### src/rtl/freq_divider.sv
// Integer clock divider: clk_out is a registered square wave of period DIV clk_in cycles,
// high for floor(DIV/2) cycles then low for the rest, rising on the first edge after reset.
module freq_divider #(
    parameter logic [27:0] DIV = 28'd12000000
) (
    input  logic clk_in,
    input  logic rst_n,
    output logic clk_out
);

    localparam logic [27:0] HALF   = DIV >> 1;
    localparam bit          ACTIVE = (DIV >= 28'd2);
    // Wrap point resolved at elaboration so DIV of 0 or 1 can never underflow.
    localparam logic [27:0] LAST   = ACTIVE ? (DIV - 28'd1) : 28'd0;

    logic [27:0] cnt;

    // NOTE: state registers use non-blocking assignments so every flop samples pre-edge values.
    always_ff @(posedge clk_in or negedge rst_n) begin
        if (!rst_n) begin
            cnt     <= '0;
            clk_out <= 1'b0;
        end else if (!ACTIVE) begin
            cnt     <= '0;
            clk_out <= 1'b0;
        end else begin
            cnt     <= (cnt == LAST) ? '0 : cnt + 28'd1;
            clk_out <= (cnt < HALF);
        end
    end

endmodule

### config.mk
export PLATFORM = sky130hd
export DESIGN_NAME = freq_divider
export DESIGN_NICKNAME = d
export VERILOG_FILES = /design/src/rtl/freq_divider.sv
export SDC_FILE = /design/constraint.sdc
export NUM_CORES = 1
export LEC_CHECK = 0
export ABC_AREA = 1
export CAP_MARGIN = 25
export CORE_AREA = 2 2 55 96
export DETAILED_ROUTE_END_ITERATION = 8
export DIE_AREA = 0 0 57 98
export GPL_TIMING_DRIVEN = 0
export SYNTH_ARGS = -nofsm -noshare
export SYNTH_HDL_FRONTEND = slang
export SYNTH_SLANG_ARGS = --single-unit
export TNS_END_PERCENT = 30
### constraint.sdc
create_clock -name clk_in -period 4.35 [get_ports clk_in]
set_clock_uncertainty 0.05 [all_clocks]
set_input_delay 0.435 -clock clk_in [delete_from_list [all_inputs] [get_ports clk_in]]
set_output_delay 0.435 -clock clk_in [all_outputs]
set_load 0.03 [all_outputs]
# Word-level counts from Yosys, hierarchy flattened
# Cells that the tools add are included.
[word_totals]
romBits = 0
elab_cells = 6
latch_bits = 0
memories = 0
ram_bits = 0
in_bits = 2
register_bits = 29
out_inout_bits = 1
[classes]
muxes = 1
n_addsub = 1
magnitude_cmp = 1
eq_ne = 1
n_reduce_logical = 0
div_mod_pow = 0
multipliers = 0
shifts = 0
bitwise_logic = 0
[ops]
columns = ["op", "n"]
rows = [
  ["$add A28 B1 Y28 const B", 1],
  ["$eq A28 B24 Y1 const B", 1],
  ["$lt A28 B23 Y1 const B", 1],
  ["$mux W28", 1],
]

# Logic depth before layout (Yosys ltp)
[depth]
depth_word = 2
mapped_depth = 9
mapped_depth_nobuf = 9

# Least setup slack after synthesis
# No wires, ideal clock.
[synth_timing]
kind = "flip-flop to flip-flop"
startpoint = "register cnt[0]"
endpoint = "register cnt[11]"
n_path_buf = 0
t_required_ns = 4.182
setup_slack_ns = 2.980
synth_period_minus_slack_ns = 1.370
path_stages_with_launch = 9
setup_ns = 0.118
t_arrival_ns = 1.202
path_cell_list = "dfrtp_1 ha_1 inv_1 nor2_4 nand2_4 nor2_4 nand2_4 clkinv_2 nor2_1"
[synth_between]
elab_chain_cells = 2
elab_cells_between_ends = 3
classes_between = "add/sub (1); eq/ne (1); mux (1)"
[synth_lines]
columns = ["element", "line", "source"]
rows = [
  ["from (decl)", "16", "logic [27:0] cnt;"],
  ["from (signal assigned)", "27", "cnt <= (cnt == LAST) ? '0 : cnt + 28'd1;"],
  ["$add A28 B1 Y28 or $eq A28 B24 Y1 (tied branches)", "27", ""],
  ["$mux W28 *", "27", ""],
]
# Mark *: on every way between the ends. The rest lies on a longest branch, timed or not.

# Final worst setup path
[layout_timing]
startpoint = "register clk_out"
endpoint = "output port clk_out"
[layout_lines]
columns = ["element", "line", "source"]
rows = [
  ["from (decl)", "8", "output logic clk_out"],
  ["from (signal assigned)", "28", "clk_out <= (cnt < HALF);"],
]
# No word-level cell between the ends.

==> impl_metrics.xml <==
<?xml version="1.0" encoding="UTF-8"?>
<metrics>
  <group name="route">
    <metric name="final_antenna_net_count" unit="">0</metric>
    <metric name="wl_per_cell" unit="um">12.4</metric>
    <metric name="routed_wirelength" unit="um">4240</metric>
    <metric name="routed-via-count" unit="">1598</metric>
    <metric name="detail_route.drc_violations" unit="">0</metric>
    <metric name="drt_iter0_markers" unit="">30</metric>
    <metric name="drt_first_pass_iters" unit="">4</metric>
    <metric name="vias_per_cell" unit="">4.67</metric>
  </group>
  <group name="synthesis">
    <metric name="ys_seq_elements" unit="">29</metric>
    <metric name="yosysWarnings" unit="">0</metric>
    <metric name="seq_area_frac_synth" unit="%">38.5</metric>
    <metric name="post_synth_num_cell_types" unit="">21</metric>
    <metric name="netlist.top_cell.by_area" unit="">dfrtp_1</metric>
    <metric name="syn_std_cell_area" unit="sq um">1890</metric>
    <metric name="netlist_top_cells_area" unit="">dfrtp_1, nand2_1, nor2_1</metric>
    <metric name="post-synth-top-area-fraction" unit="%">38.5</metric>
    <metric name="syn_nets" unit="">280</metric>
    <metric name="synth.avg_cell_area" unit="sq um">6.81</metric>
    <metric name="synthesis.instances" unit="">277</metric>
  </group>
  <group name="floorplanning">
    <metric name="initial_core_util" unit="%">38.9</metric>
    <metric name="design.die.area" unit="sq um">5590</metric>
    <metric name="die_w" unit="um">57</metric>
    <metric name="overall_die_height" unit="um">98</metric>
    <metric name="design.portCount" unit="">3</metric>
    <metric name="number_of_standard_cell_rows_in_the_floorplan" unit="">34</metric>
    <metric name="core-area" unit="sq um">4850</metric>
  </group>
  <group name="clock_network">
    <metric name="clk_transition_reported_paths" unit="ns">0.07</metric>
    <metric name="clock_sink_count" unit="">29</metric>
    <metric name="cts_resized" unit="">0</metric>
    <metric name="cts_buffer_depth" unit="">2</metric>
    <metric name="source_to_sink_clock_delay_at_the_later_pin_of_the_worst_skew_pair" unit="ns">0.29</metric>
    <metric name="cts_inserted_buffers" unit="">5</metric>
    <metric name="tritoncts" unit="">built</metric>
    <metric name="h_tree_levels" unit="">2</metric>
    <metric name="postCtsSetupBuffers" unit="">0</metric>
    <metric name="cts_hold_buf" unit="">0</metric>
    <metric name="root_driver" unit="">clkbuf_8</metric>
  </group>
  <group name="sta">
    <metric name="tightestPinTransition" unit="ns">0.668</metric>
    <metric name="finalSetupViolations" unit="">0</metric>
    <metric name="slew_headroom" unit="%">55.3</metric>
    <metric name="period_minus_slack" unit="ns">1.74</metric>
    <metric name="total_neg_setup_slack" unit="ns">0</metric>
    <metric name="final_hold_viol_count" unit="">0</metric>
    <metric name="grt_setup_unrepaired" unit="">false</metric>
    <metric name="fin_crit_sh" unit="%">40.1</metric>
    <metric name="final_max_slew_viol_count" unit="">0</metric>
    <metric name="maxClockFrequency" unit="MHz">574</metric>
  </group>
  <group name="critical_path">
    <metric name="timing.critical_path.fanout_max" unit="">1</metric>
    <metric name="timing.critical_path.arrival" unit="ns">1.26</metric>
    <metric name="critPathTopFamily" unit="">buffers and inverters</metric>
    <metric name="worst_setup_path_end_kind" unit="">primary output</metric>
    <metric name="critPathKind" unit="">flip-flop to primary output</metric>
    <metric name="critPathBufInv" unit="">1</metric>
    <metric name="critPathSlowestCell" unit="">clkdlybuf4s50_1</metric>
    <metric name="critical_path_required" unit="ns">3.87</metric>
    <metric name="path_cells" unit="">clkdlybuf4s50_1</metric>
    <metric name="startpoint_type" unit="">flip-flop</metric>
    <metric name="critical-path-max-stage-delay" unit="ns">0.66</metric>
  </group>
  <group name="placed_design">
    <metric name="placed_cell_area" unit="sq um">2000</metric>
    <metric name="dp.final_hpwl" unit="um">3490</metric>
    <metric name="buffer_ports.inserted" unit="">2</metric>
    <metric name="gpl.final_weighted_congestion" unit="">0.877</metric>
  </group>
  <group name="power_and_ir_drop">
    <metric name="irDropWorstVdd" unit="mV">0.236</metric>
    <metric name="cellPowerDensity" unit="nW/um^2">241</metric>
    <metric name="power.leakage" unit="nW">1.05</metric>
  </group>
  <group name="layout">
    <metric name="antenna_cells" unit="">0</metric>
    <metric name="drive_gt1_share" unit="%">12.8</metric>
    <metric name="final_core_area_utilization" unit="%">43.0</metric>
    <metric name="finalNetCount" unit="">290</metric>
    <metric name="area.growth.synth_to_final" unit="%">10.7</metric>
    <metric name="finish.instance_area" unit="sq um">2090</metric>
  </group>
  <group name="worst_hold_path">
    <metric name="hold_class" unit="">flip-flop to flip-flop</metric>
  </group>
  <group name="grt">
    <metric name="grt_overflow" unit="">0</metric>
    <metric name="number_of_antenna_violations_at_the_first_check_in_global_routing" unit="">0</metric>
    <metric name="grt_first_pass_wirelength" unit="um">7500</metric>
    <metric name="grt_max_degree" unit="">19</metric>
    <metric name="grt_pass1_vias" unit="">1659</metric>
    <metric name="grt_util_all_layers" unit="%">17.5</metric>
  </group>
  <group name="job">
    <metric name="cap_violations" unit="">0</metric>
  </group>
  <group name="run_status">
    <metric name="run_status" unit="">finished clean</metric>
  </group>
</metrics>
==> worst reg2reg max path, cell delays in order (launching register included) <==
cell	delay [ns]
dfrtp_1	0.38
ha_1	0.22
inv_1	0.10
nor2_4	0.18
nand2_4	0.10
inv_1	0.14
nand3_1	0.08
nor2_1	0.20
nor2_1	0.07
==> path summary, 6_finish.rpt <==
path	from	end	slack [ns]	cells past startpoint
max	clk_out$_DFF_PN0_	clk_out	2.61	1
min	cnt[0]$_DFF_PN0_	cnt[0]$_DFF_PN0_	0.42	1
max reg2reg	cnt[0]$_DFF_PN0_	cnt[12]$_DFF_PN0_	2.72	8
min reg2reg	cnt[0]$_DFF_PN0_	cnt[0]$_DFF_PN0_	0.42	1
max in group asynchronous	rst_n	cnt[23]$_DFF_PN0_	3.23	2
min in group asynchronous	rst_n	cnt[4]$_DFF_PN0_	0.50	1
==> cells by family after synthesis <==
family / share of synthesized area [%]
simple gates: 45.9
buf+inv: 8.03
flops: 38.5
xor+xnor: 5.57
compound gates: 1.33
fa+ha+maj: 0.663
==> final cells by class <==
| class | instances | area, sq um |
|---|---|---|
| fill | 523 | 2760 |
| multi-input combinational | 211 | 1010 |
| sequential | 29 | 726 |
| inverter | 34 | 129 |
| clock buffer | 5 | 68.8 |
| tap | 54 | 67.6 |
| timing repair buffer | 3 | 47.5 |
| buffer | 3 | 22.5 |
| clock inverter | 3 | 17.5 |
==> power by group <==
group / leakage, nW / switching (mW) / internal (mW)
registers: 0.386 / 0 / 0.270
clock network: 0.0439 / 0.114 / 0.110
logic: 0.623 / 0.00561 / 0.00328
==> state kept, by name (all words and copies together), names as in the netlist <==
| name | count |
|---|---|
| cnt | 28 |
| clk_out | 1 |
==> metrics by stage <==
step	power (mW)	hold WS [ns]	setup slack [ns]	instances
2_1_floorplan	0.275	0.0894	2.98	277
3_3_place_gp	0.281	0.410	2.24	333
3_5_place_dp	0.284	0.416	2.71	334
4_1_cts	0.509	0.425	2.60	342
5_1_grt	0.525	0.450	2.54	342
6_report	0.503	0.420	2.61	342
==> synthesized netlist by cell type, drive strengths merged <==
master,count
nand2,95
nor2,73
inv,33
dfrtp,29
nand3,16
xor2,9
a21oi,3
buf,3
nor3,3
xnor2,3
and2,2
nand3b,2
nand4,2
o21ai,2
clkinv,1
ha,1
==> layout by cell type (no fill, tap or decap), drive strengths merged <==
cell           Yosys  layout
a21oi              3       3
and2               2       2
buf                3       4
clkbuf             0       5
clkdlybuf4s50      0       2
clkinv             1       3
clkinvlp           0       1
dfrtp             29      29
ha                 1       1
inv               33      33
nand2             95      95
nand3             16      16
nand3b             2       2
nand4              2       2
nor2              73      73
nor3               3       3
o21ai              2       2
xnor2              3       3
xor2               9       9
==> per-layer routing <==
metal  vias up  global-route usage [%]  routed length, um
li1        847                       -                  -
met1       722                    18.3               1690
met5         -                       0                  0
met4         0                    8.23                153
met3        11                    3.71                 74
met2        18                    32.1               2320
(Power assumes the default switching activity.)
